--- src/rtl/mimosa_pkg.sv ---
// Shared energy/stress constants and indicator encoding for the creature controllers.
package mimosa_pkg;

    localparam int LEVEL_W = 8;

    localparam int TH_LOW  = 64;
    localparam int TH_MID  = 128;
    localparam int TH_HIGH = 192;

    localparam logic [1:0] IND_EMPTY = 2'd0;
    localparam logic [1:0] IND_LOW   = 2'd1;
    localparam logic [1:0] IND_MID   = 2'd2;
    localparam logic [1:0] IND_HIGH  = 2'd3;

    // Lower threshold of an indicator band (64 * ind), widened for signed-safe compares.
    function automatic logic [9:0] ind_floor(input logic [1:0] ind);
        return {2'b00, ind, 6'b00_0000};
    endfunction

endpackage

--- src/rtl/tick_prescaler.sv ---
// Free-running update prescaler: one-cycle tick every TICK_DIV clocks.
module tick_prescaler #(
    parameter int TICK_DIV = 1024
) (
    input  logic clk,
    input  logic rst_n,
    output logic tick
);

    localparam logic [15:0] LAST_CNT = 16'(TICK_DIV - 1);

    logic [15:0] tick_cnt;

    always_ff @(posedge clk) begin
        if (!rst_n) begin
            tick_cnt <= '0;
        end else if (tick_cnt == LAST_CNT) begin
            tick_cnt <= '0;
        end else begin
            tick_cnt <= tick_cnt + 16'd1;
        end
    end

    assign tick = (tick_cnt == LAST_CNT);

endmodule

--- src/rtl/energy_regulator.sv ---
// Energy store with tick-paced inc/dec, feed saturation and a hysteretic indicator.
//
//   state      | meaning
//   IND_EMPTY  | level well below 64
//   IND_LOW    | level around 64..127
//   IND_MID    | level around 128..191
//   IND_HIGH   | level around 192..255
module energy_regulator
    import mimosa_pkg::*;
#(
    parameter int TICK_DIV    = 1024,
    parameter int INC_STEP    = 2,
    parameter int DEC_STEP    = 1,
    parameter int FEED_STEP   = 32,
    parameter int HYST        = 8,
    parameter int RESET_LEVEL = 128
) (
    input  logic               clk,
    input  logic               rst_n,
    input  logic               en_inc,
    input  logic               en_dec,
    input  logic [1:0]         stress_indicator,
    input  logic               feed,
    output logic [LEVEL_W-1:0] energy_level,
    output logic [1:0]         energy_indicator,
    output logic               exhausted
);

    localparam logic signed [9:0] INC_D   = 10'(INC_STEP);
    localparam logic signed [9:0] DEC_D   = 10'(DEC_STEP);
    localparam logic signed [9:0] DEC2_D  = 10'(2 * DEC_STEP);
    localparam logic signed [9:0] FEED_D  = 10'(FEED_STEP);
    localparam logic        [9:0] HYST_D  = 10'(HYST);
    localparam logic [LEVEL_W-1:0] RESET_L   = 8'(RESET_LEVEL);
    localparam logic [1:0]         RESET_IND = 2'(RESET_LEVEL >> 6);

    logic tick;

    tick_prescaler #(
        .TICK_DIV(TICK_DIV)
    ) u_prescaler (
        .clk  (clk),
        .rst_n(rst_n),
        .tick (tick)
    );

    logic signed [9:0]  tick_delta;
    logic signed [9:0]  feed_delta;
    logic signed [9:0]  level_sum;
    logic [LEVEL_W-1:0] level_next;

    // Feed and tick contributions are summed first so saturation happens once.
    always_comb begin
        tick_delta = '0;
        if (tick) begin
            if (en_inc && !en_dec) begin
                tick_delta = INC_D;
            end else if (en_dec && !en_inc) begin
                tick_delta = (stress_indicator == 2'b11) ? -DEC2_D : -DEC_D;
            end
        end
        feed_delta = feed ? FEED_D : '0;
        level_sum  = $signed({2'b00, energy_level}) + tick_delta + feed_delta;
        if (level_sum[9]) begin
            level_next = '0;
        end else if (level_sum[8]) begin
            level_next = '1;
        end else begin
            level_next = level_sum[7:0];
        end
    end

    logic [9:0] level_w;
    logic [9:0] ind_base;
    logic [1:0] ind_next;

    always_comb begin
        level_w  = {2'b00, energy_level};
        ind_base = ind_floor(energy_indicator);
        ind_next = energy_indicator;
        if (energy_indicator != IND_HIGH && level_w >= ind_base + 10'd64 + HYST_D) begin
            ind_next = energy_indicator + 2'd1;
        end else if (energy_indicator != IND_EMPTY && level_w < ind_base - HYST_D) begin
            ind_next = energy_indicator - 2'd1;
        end
    end

    always_ff @(posedge clk) begin
        if (!rst_n) begin
            energy_level     <= RESET_L;
            energy_indicator <= RESET_IND;
            exhausted        <= 1'b0;
        end else begin
            energy_level     <= level_next;
            energy_indicator <= ind_next;
            exhausted        <= (level_next == '0) && (energy_level != '0);
        end
    end

endmodule

--- config.mk ---
export PLATFORM = sky130hd
export DESIGN_NAME = energy_regulator
export DESIGN_NICKNAME = d
export VERILOG_FILES = /design/src/rtl/mimosa_pkg.sv /design/src/rtl/tick_prescaler.sv /design/src/rtl/energy_regulator.sv
export SDC_FILE = /design/constraint.sdc
export NUM_CORES = 1
export LEC_CHECK = 0
export ABC_AREA = 1
export CORE_MARGIN = 3
export CORE_UTILIZATION = 50
export CTS_BUF_LIST = sky130_fd_sc_hd__clkbuf_4
export DETAILED_ROUTE_END_ITERATION = 8
export PLACE_DENSITY = 0.74
export SLEW_MARGIN = 20
export SYNTH_ARGS = -nofsm -noshare
export SYNTH_HDL_FRONTEND = slang
export SYNTH_SLANG_ARGS = --single-unit
--- constraint.sdc ---
create_clock -name clk -period 3 [get_ports clk]
set_clock_uncertainty 0.2 [all_clocks]
set_input_delay 0.45 -clock clk [delete_from_list [all_inputs] [get_ports clk]]
set_output_delay 0.45 -clock clk [all_outputs]
set_load 0.005 [all_outputs]
# ---- Yosys cells after proc, flatten, opt, wreduce, memory -nomap -nowiden
# Cells that the tools add are included.
dict set report word_totals {
  mem_bits_ro 0
  input_bits 7
  latchBits 0
  mem_bits_rw 0
  mem_count 0
  regBits 27
  wordCells 39
}
dict set report op_classes {
  div 0
  mul 0
  bitwise 1
  n_eq_ne 3
  reduce_logical 12
  n_lt_le_gt_ge 2
  n_shift 0
  muxes 9
  addsub 8
}
# op n
set op_table {}
lappend op_table {{$mux W10} 3}
lappend op_table {{$add A16 B1 Y16 const B} 1}
lappend op_table {{$eq A16 B10 Y1 const B} 1}
lappend op_table {{$mux W8} 2}
lappend op_table {{$add A10 B7 Y10} 1}
lappend op_table {{$add A9 B10 Y10} 1}
lappend op_table {{$add A9 B4 Y10 const B} 1}
lappend op_table {{$ge A8 B10 Y1} 1}
lappend op_table {{$lt A8 B10 Y1} 1}
lappend op_table {{$add A8 B7 Y9 const B} 1}
lappend op_table {{$sub A8 B4 Y9 const B} 1}
lappend op_table {{$logic_not A8 Y1} 1}
lappend op_table {{$reduce_bool A8 Y1} 1}
lappend op_table {{$mux W6} 1}
lappend op_table {{$logic_and A1 B1 Y1} 5}
lappend op_table {{$mux W2} 2}
lappend op_table {{$reduce_bool A2 Y1} 2}
lappend op_table {{$add A2 B1 Y2 const B} 1}
lappend op_table {{$eq A2 B2 Y1 const B} 1}
lappend op_table {{$logic_not A1 Y1} 2}
lappend op_table {{$ne A2 B2 Y1 const B} 1}
lappend op_table {{$reduce_or A2 Y1} 1}
lappend op_table {{$sub A2 B1 Y2 const B} 1}
lappend op_table {{$mux W1} 1}
lappend op_table {{$not A1 Y1} 1}

# ---- Longest topological paths before layout
dict set report logic_depth {
  word_depth 11
  depth_mapped 20
}

# ---- Modules after synthesis
# A second synthesis with hierarchy kept.
dict set report unflattened {
  cells_unflattened 298
  area_unflattened_um2 2014.4
}
# module seq_area_each_um2 area_each_um2 cells_per_inst n_inst
set by_module_without_submodules {}
lappend by_module_without_submodules {energy_regulator 220.2 1192.4 173 1}
lappend by_module_without_submodules {tick_prescaler 320.3 822.0 125 1}

# ---- Worst setup path after synthesis
# No wires, ideal clock.
dict set report synth_path {
  path_type {register to register}
  startpoint {reg u_prescaler.tick_cnt[0]}
  endpoint {reg exhausted}
  path_buffers 0
  required_ns 2.738
  path_slack_ns -0.221
  stages_incl_launch_ff 19
  setup_time_ns 0.062
  arrival_ns 2.959
  cell_sequence {dfxtp_1 -> ha_1 -> nand3_4 -> nor2_4 -> nand3_4 -> or2_2 -> nor2_1 -> ha_1 -> ha_1 -> fa_1 -> nand3_1 -> nand3_1 -> nand2_1 -> nand4_4 -> nand2_1 -> nand2_1 -> nor2_1 -> nand2_1 -> nor2_2}
}
dict set report synth_via {
  elab_chain_len 8
}
# item line
set synth_rtl {}
lappend synth_rtl {{start: declaration} tick_prescaler.sv:12} ;# logic [15:0] tick_cnt;
lappend synth_rtl {{start signal: assignment} tick_prescaler.sv:20} ;# tick_cnt <= tick_cnt + 16'd1;
lappend synth_rtl {{$eq A16 B10 Y1 (*)} tick_prescaler.sv:24} ;# assign tick = (tick_cnt == LAST_CNT);
lappend synth_rtl {{$mux W10 (*)} energy_regulator.sv:55} ;# if (tick) begin
lappend synth_rtl {{$add A9 B10 Y10 (*)} energy_regulator.sv:63} ;# level_sum = $signed({2'b00, energy_level}) + tick_delta + feed_delta;
lappend synth_rtl {{$add A10 B7 Y10 (*)} energy_regulator.sv:63}
lappend synth_rtl {{$mux W8} energy_regulator.sv:66} ;# end else if (level_sum[8]) begin
lappend synth_rtl {{$mux W8 (*)} energy_regulator.sv:64} ;# if (level_sum[9]) begin
lappend synth_rtl {{$logic_not A8 Y1 (*)} energy_regulator.sv:96} ;# exhausted <= (level_next == '0) && (energy_level != '0);
lappend synth_rtl {{$logic_and A1 B1 Y1 (*)} energy_regulator.sv:96}
lappend synth_rtl {{end signal: assignment} energy_regulator.sv:96}
lappend synth_rtl {{end: declaration} energy_regulator.sv:26} ;# output logic exhausted
# Mark *: on every way between the ends. The rest lies on a longest branch, timed or not.
# A chain may end at the register's enable or synchronous reset.

# ---- Worst setup path after layout
dict set report layout_path {
  startpoint {reg u_prescaler.tick_cnt[1]}
  endpoint {reg exhausted}
}
# The elaborated chain is that of the path after synthesis.

==> results_dict.tcl <==
set metrics [dict create \
    outcome "complete, but fails checks" \
    violations "setup timing" \
    layoutNonFillerInstCount 346 \
    drtIter0Drc 89 \
    syn-cell-area_mm2 0.00183 \
    netlist_instances 247 \
    place_congestion 0.884 \
    drt-total-wl_um 4210 \
    diodes 0 \
    row_count 21 \
    cp_slowest_stage_delay_ps 460 \
    worstPathRequired_ps 3080 \
    fin_nets 328 \
    leakagePower_nw 1.13 \
    port_buffers 17 \
    syn_avg_cell_area_um2 7.39 \
    viasPerCell 5.07 \
    grt_max_degree 17 \
    synth_seq_cells 27 \
    remaining_drc_errors 0 \
    critical_path.max_fanout 4 \
    synthArstFlopShare_pct 0 \
    synth_area_leaders "dfxtp_1 30%, ha_1 12%, nand2_1 10%" \
    cp_slowest_cell "fa_1" \
    clk_pin_slew_ps 160 \
    holdCritPathClass "flop to flop" \
    wl_per_cell_um 12.2 \
    holdBufCountCts 0 \
    htreeDepth 1 \
    synth_edf_count 0 \
    dp.cells 338 \
    io_pins 18 \
    start_util_pct 53.4 \
    cap_violations 0 \
    fin_crit_sh_pct 107 \
    fin_ws_ps -206 \
    root_buffer "clkbuf_4" \
    setup_viol 8 \
    holdWs_ps 286 \
    clock_sinks 27 \
    maxSlewViolCount 0 \
    tightest_slew_ps 452 \
    insertion_delay_ps 350 \
    synth_cell_types 31 \
    path_cells "ha_4 > nand3_4 > nor2_4 > nand3_4 > buf_6 > nor3_4 > fa_1 > ha_4 > buf_4 > buf_4 > nand3_1 > nand2_1 > xor2_1 > nand3_1 > a21oi_1 > nand2_1 > nor2_2" \
    synth_top_area_share_pct 29.6 \
    period_needed_ps 3210 \
    cp_data_arrival_time_ps 3290 \
    synth_nets 274 \
    endpoint_kind "flop" \
    cellPowerDensity_mw_per_mm2 341 \
    antenna_found_initial 0 \
    hold_viol 0 \
    critPathKind "flop to flop" \
    core_area_mm2 0.00342 \
    synth_largest_area_cell "dfxtp_1" \
    overflow 0 \
    die_y_um 66.4 \
    max_clock_freq_mhz 312 \
    ys.flop_type "dfxtp_1" \
    cp-start-kind "flop" \
    grt_pass1_vias 1704 \
    reg2reg_setup_slack_ps -210 \
    finalSetupTns_ps -505 \
    vias 1753 \
    total_power_uw 834 \
    dieArea_mm2 0.00441 \
    fp.dieW_um 66.4 \
    flow.area_growth_from_synthesis_pct 34.1 \
    place_hpwl_um 3300 \
    drive_gt1_share_pct 26.0 \
    grt_setup_unrepaired "true" \
    cts_made_buffers 3 \
    slew_headroom_pct 69.8 \
    cts_buffer_depth 2 \
    synth.yosys.seq_area_share_pct 29.6 \
    grt_first_pass_wirelength_um 7280 \
    ys_top_cells_by_count "49 x nand2_1, 36 x nor2_1, 34 x inv_1, 27 x dfxtp_1, 18 x ha_1" \
    dr.pass1.iters 4 \
    cts_tree "built" \
    ir_drop_uv 290 \
    synth.most_common_cell "nand2_1" \
    antenna_left 0 \
    yosysWarnings 0 \
    grt.total_usage_pct 20.9 \
]
==> layer usage <==
layer  routed length (um)  vias up  GRT usage [%]  part of all wire [%]
met4                   55        0           3.05                   1.3
met2                 2010       42           36.1                    48
met1                 1950      794           26.4                    46
met5                    0        -              0                     0
met3                  198       10           5.44                   4.7
li1                     -      907              -                     -
==> cells in the final DEF, fill, tap and decap left out, types with 2 or more instances in the layout <==
cell and count:
a21o_1 2, a21oi_1 8, a21oi_2 3, buf_4 31, clkbuf_4 3, clkdlybuf4s50_1 17, dfxtp_1 25, dfxtp_2 2
ha_1 15, ha_4 2, inv_1 33, inv_2 2, nand2_1 41, nand2_2 9, nand3_1 12, nand3_2 4
nand3_4 2, nand4_1 3, nor2_1 34, nor2_2 2, nor2_4 2, nor3_1 5, nor3_4 2, nor3b_1 2
o21ai_0 4, o21ai_2 3, xnor2_1 3, xor2_1 12
==> worst max-delay path: cells and delay by family, from the launching register on <==
| kind | cells | cell delay, ps |
|---|---|---|
| AO/OA/AOI/OAI | 1 | 140 |
| XOR/XNOR | 1 | 170 |
| adder cells (fa/ha/maj) | 3 | 930 |
| buffers and inverters | 3 | 340 |
| flip-flops | 1 | 380 |
| AND/OR/NAND/NOR | 9 | 980 |
==> power breakdown <==
group          switching (mW)  leakage (nW)  internal [mW]
sequential             0.0193         0.220          0.379
combinational           0.135         0.894          0.131
clock                   0.119        0.0139         0.0512
total                   0.274          1.13          0.561
==> cell families (layout without fill, tap and decap cells) <==
logic type               Yosys count  after routing  synth area share (%)
AND/OR/NAND/NOR                  124            125                  33.2
buffers and inverters             36             88                  7.61
flip-flops                        27             27                  29.6
AO/OA/AOI/OAI                     25             25                  7.88
adder cells (fa/ha/maj)           20             20                  14.5
XOR/XNOR                          15             15                  7.20
==> registers in the layout (all words and copies together), names as in the netlist <==
| name | count |
|---|---|
| u_prescaler.tick_cnt | 16 |
| energy_level | 8 |
| energy_indicator | 2 |
| exhausted | 1 |
==> repair_timing <==
| action | in CTS | in global routing |
|---|---|---|
| setup endpoints to repair | 9 | 9 |
| setup buffers | 3 | 0 |
| gates resized for setup | 14 | 4 |
| pin swaps | 13 | 2 |
| cloned | 1 | 0 |
==> layout make-up <==
class	instances	area (um^2)
multi-input combinational	185	1270
sequential	27	543
tap	46	57.6
fill	283	967
clock buffer	3	22.5
clock inverter	1	7.51
inverter	35	131
timing repair buffer	49	414
==> through the flow <==
stage | setup WS (ps) | cell area (um^2) | utilization, %
2_1_floorplan | -21.5 | 1880 | -
3_3_place_gp | -370 | 2320 | 67.9
3_5_place_dp | -473 | 2320 | 67.9
4_1_cts | -162 | 2440 | 71.3
5_1_grt | -423 | 2450 | 71.7
6_report | -206 | 2450 | 71.7
==> worst paths after layout <==
kind | to | start | cells past startpoint
worst min register to register | u_prescaler.tick_cnt[9] | u_prescaler.tick_cnt[9] | 2
worst max register to register | exhausted | u_prescaler.tick_cnt[1] | 17
worst min-delay path | u_prescaler.tick_cnt[9] | u_prescaler.tick_cnt[9] | 2
worst max-delay path | exhausted | u_prescaler.tick_cnt[1] | 17
No activity file was read; power rests on OpenSTA's default activity.
==> RTL change 1: new RTL, config.mk and constraints unchanged <==
Remove the register `exhausted`: a continuous assignment takes its place, so the output `exhausted` follows one clock earlier.
--- a/src/rtl/energy_regulator.sv
+++ b/src/rtl/energy_regulator.sv
@@ -91,3 +91,2 @@
             energy_indicator <= RESET_IND;
-            exhausted        <= 1'b0;
         end else begin
@@ -95,3 +94,2 @@
             energy_indicator <= ind_next;
-            exhausted        <= (level_next == '0) && (energy_level != '0);
         end
@@ -99,2 +97,4 @@
 
+    assign exhausted = (level_next == '0) && (energy_level != '0);
+
 endmodule
Behaviour: no difference found for any inputs over 10 cycles, from zero or initial values and one cycle with rst_n low; that may be too few to reach the edited logic, so the function may still have changed.
==> RTL change 1 against the unedited design <==
Die area up 2.2%; critical path depth increased by 4; setup slack got worse by 0.93 ns; cell area is 14% higher; highest routed layer unchanged; non-clock buffer count is 41 higher; wire length grew 32%; power is 2.7% higher; area after synthesis grew 2.4%; sequential cell count fell by 1; critical path type is now reg -> out; the flow still finishes with violations (setup timing).
==> RTL change 1: results (changes against the unedited design) <==
[yosys]
synth_nets=285  ; +4.0%
yosys-top-cells-area=dfxtp_1 (28%), ha_1 (12%), nand2_1 (11%)

[detailed_routing]
drt-met1-wl_mm=2.34  ; +20%
wl_met3_um=258  ; +30%

[timing]
setup_viol=9  ; +1
fin_tns_setup_ns=-3.49  ; -2.99 ns
fin_ws_ns=-1.14  ; -0.930 ns
slew_headroom_pct=56.9  ; -13 points

[global_route]
use_met2_pct=39.4  ; +3.3 points
track_usage_pct=23.3  ; +2.4 points

[pwr]
clk-power_w=0.000156  ; -8%
p_leak_nw=1.40  ; +24%
vdd_drop_max_v=0.000396  ; +36%

[cts]
post_cts_resized=17  ; +3
clkLatencyLatePin_ns=0.32  ; -0.03 ns
post_cts_buffers=14  ; +11

[run_status]
violations=setup timing
status=finished, violations left

[placed_design]
gp_congestion=0.856  ; -3.1%
hpwl_mm=3.50  ; +6.2%

[setup_path]
critical_path.max_fanout=3  ; -1
worst_path_largest_cell_delay_ns=0.38  ; -0.08 ns

[final_layout]
multiInputGateArea_mm2=0.00131  ; +2.9%
nets=379  ; +16%
final-clk-cell-share_pct=0.939  ; -0.29 points

RTL change 1: cell families after synthesis:
group | synth area share, %
AO/OA/AOI/OAI | 7.63
adder cells (fa/ha/maj) | 14.2
flip-flops | 27.8
buffers and inverters | 8.97
AND/OR/NAND/NOR | 36.2
XOR/XNOR | 5.15
RTL change 1: path summary, 6_finish.rpt:
kind	from	to	cells past startpoint	slack, ns
max	u_prescaler.tick_cnt[1]	exhausted	21	-1.14
min reg2reg	u_prescaler.tick_cnt[15]	u_prescaler.tick_cnt[15]	2	0.30
min	u_prescaler.tick_cnt[15]	u_prescaler.tick_cnt[15]	2	0.30
max reg2reg	u_prescaler.tick_cnt[1]	energy_level[6]	27	-0.89
RTL change 1: stage by stage:
stage	hold slack (ns)	util, %	power [W]	cells
5_1_grt	0.338	80.7	0.000915	397
6_report	0.301	80.7	0.000857	397
4_1_cts	0.302	77.6	0.000832	391
3_3_place_gp	0.265	73.1	0.000648	374
3_5_place_dp	0.282	73.1	0.000661	374
2_1_floorplan	0.220	-	0.000552	258
==> RTL change 2: new RTL, same flow settings <==
Without the edit above. `TICK_DIV` is set to 1024 in 2 places; all go to 768.
--- a/src/rtl/tick_prescaler.sv
+++ b/src/rtl/tick_prescaler.sv
@@ -2,3 +2,3 @@
 module tick_prescaler #(
-    parameter int TICK_DIV = 1024
+    parameter int TICK_DIV = 768
 ) (
--- a/src/rtl/energy_regulator.sv
+++ b/src/rtl/energy_regulator.sv
@@ -10,3 +10,3 @@
 #(
-    parameter int TICK_DIV    = 1024,
+    parameter int TICK_DIV    = 768,
     parameter int INC_STEP    = 2,
Behaviour: same outputs for any inputs over 10 cycles, from zero or initial values and one cycle with rst_n low; that may be too few to reach the edited logic, so the function may still have changed.
==> RTL change 2 against the unedited design <==
The run still ends with setup timing left; wire length is 7.2% higher; power is 2.1% higher; die area is 0.80% higher; sequential cell count stayed put; combinational power is 6% higher; critical endpoint unchanged; area after synthesis is 0.89% higher; cell area is 4.5% higher; count of clock-buffer cells in the layout is 1 higher; final cell count is 3.2% higher; critical path type is now in -> reg; setup slack better by 0.051 ns; global-route usage hardly changed.
==> RTL change 2: results (changes against the unedited design) <==
[run_status]
status=finished, violations left
violations=setup timing

[placed_design]
pre_cts_ws_ns=-0.469  ; +0.00387 ns
hpwl_mm=3.18  ; -3.7%
placed_area_mm2=0.00237  ; +2.2%
gp_congestion=0.903  ; +2.2%

[timing]
slew_headroom_pct=63.7  ; -6.1 points
fin_ws_ns=-0.155  ; +0.0508 ns
setup_viol=7  ; -1

[yosys]
yosys-top-cells-area=dfxtp_1 (29%), ha_1 (12%), nand2_1 (11%)
avgSynthCellArea_um2=7.28  ; -1.5%
yosysSeqAreaShare_pct=29.3  ; -0.26 points

[final_layout]
layout-drive-gt1-share_pct=30.5  ; +4.5 points
fillCellCount=272  ; -3.9%
nets=339  ; +3.4%

[global_route]
grt_util_met1_pct=29.1  ; +2.8 points
grt_pass1_wl_mm=7.22  ; -0.76%
grt_pass1_vias=1694  ; -0.59%
track_usage_pct=20.9  ; about the same
use_met2_pct=32.4  ; -3.6 points
use_met3_pct=4.22  ; -1.2 points

[cts]
path_clk_slew_ns=0.14  ; -0.02 ns
clkLatencyLatePin_ns=0.33  ; -0.02 ns

[pwr]
vdd_drop_max_v=0.000435  ; +50%
p_leak_nw=1.28  ; +13%

[detailed_routing]
vias=1800  ; +2.7%
vias_per_cell=5.04  ; -0.48%
dr.first_iter.drc_count=60  ; -33%

## RTL change 2: metal layers
metal | vias up | routed length, um
met3 | 9 | 167
met4 | 0 | 59
met2 | 35 | 2080
met1 | 821 | 2210
met5 | - | 0
li1 | 935 | -
## RTL change 2: area by class of cell
type / instances / area share [%]
Sequential cell: 27 / 21.2
Timing Repair Buffer: 55 / 17.8
Multi-Input combinational cell: 187 / 52.0
Tap cell: 46 / 2.25
Clock buffer: 4 / 1.17
Inverter: 38 / 5.57
## RTL change 2: through the flow
stage | power (W) | hold slack (ns) | util, %
3_3_place_gp | 0.000661 | 0.283 | 68.9
5_1_grt | 0.000918 | 0.354 | 74.4
2_1_floorplan | 0.000572 | 0.232 | -
3_5_place_dp | 0.000669 | 0.290 | 68.9
4_1_cts | 0.000848 | 0.310 | 70.8
6_report | 0.000852 | 0.309 | 74.4
## RTL change 2: power by group
group	internal [W]	switching (W)	leakage (nW)	total (W)
Combinational	0.000140	0.000143	1.04	0.000283
Sequential	0.000379	0.0000206	0.220	0.000399
Clock	0.0000613	0.000108	0.0184	0.000170
Total	0.000580	0.000272	1.28	0.000852
## RTL change 2: final timing paths
path                                               from                 endpoint  slack (ns)  cells after the start
worst max-delay path                             en_inc                exhausted       -0.16                     20
worst min-delay path            u_prescaler.tick_cnt[4]  u_prescaler.tick_cnt[4]        0.31                      2
worst max register to register  u_prescaler.tick_cnt[0]                exhausted       -0.15                     20
worst min register to register  u_prescaler.tick_cnt[4]  u_prescaler.tick_cnt[4]        0.31                      2
## RTL change 2: cell families (layout without fill, tap and decap cells)
| family | count (synthesis) | in the layout | share of synthesized area (%) |
|---|---|---|---|
| AOI/OAI and AO/OA | 26 | 26 | 8.08 |
| and+or+nand+nor | 131 | 131 | 35.4 |
| DFF | 27 | 27 | 29.3 |
| buffers and inverters | 39 | 97 | 8.02 |
| adders and majority gates | 20 | 20 | 14.4 |
| xor gates and xnor gates | 10 | 10 | 4.76 |
## RTL change 2: critical path: stages
cell and delay (ns):
clkdlybuf4s50_1 0.48, inv_1 0.06, ha_2 0.20, inv_2 0.09
nor2_8 0.04, fa_1 0.58, ha_4 0.23, nand2_4 0.07
nand2_2 0.05, nand2_2 0.06, nand2_2 0.05, a21oi_2 0.18
inv_2 0.08, nand2_4 0.13, nand3_2 0.10, nand2_2 0.08
nand2_1 0.05, nor2_1 0.10, nand2_1 0.06, nor2_1 0.09
## RTL change 2: repair_timing
action                                  4_1_cts  5_1_grt
gates resized for setup                       8       28
pin swaps                                     6       20
gates cloned                                  0        0
hold buffers                                  0        0
endpoints found under the setup margin        9        9
buffers inserted                              1        2
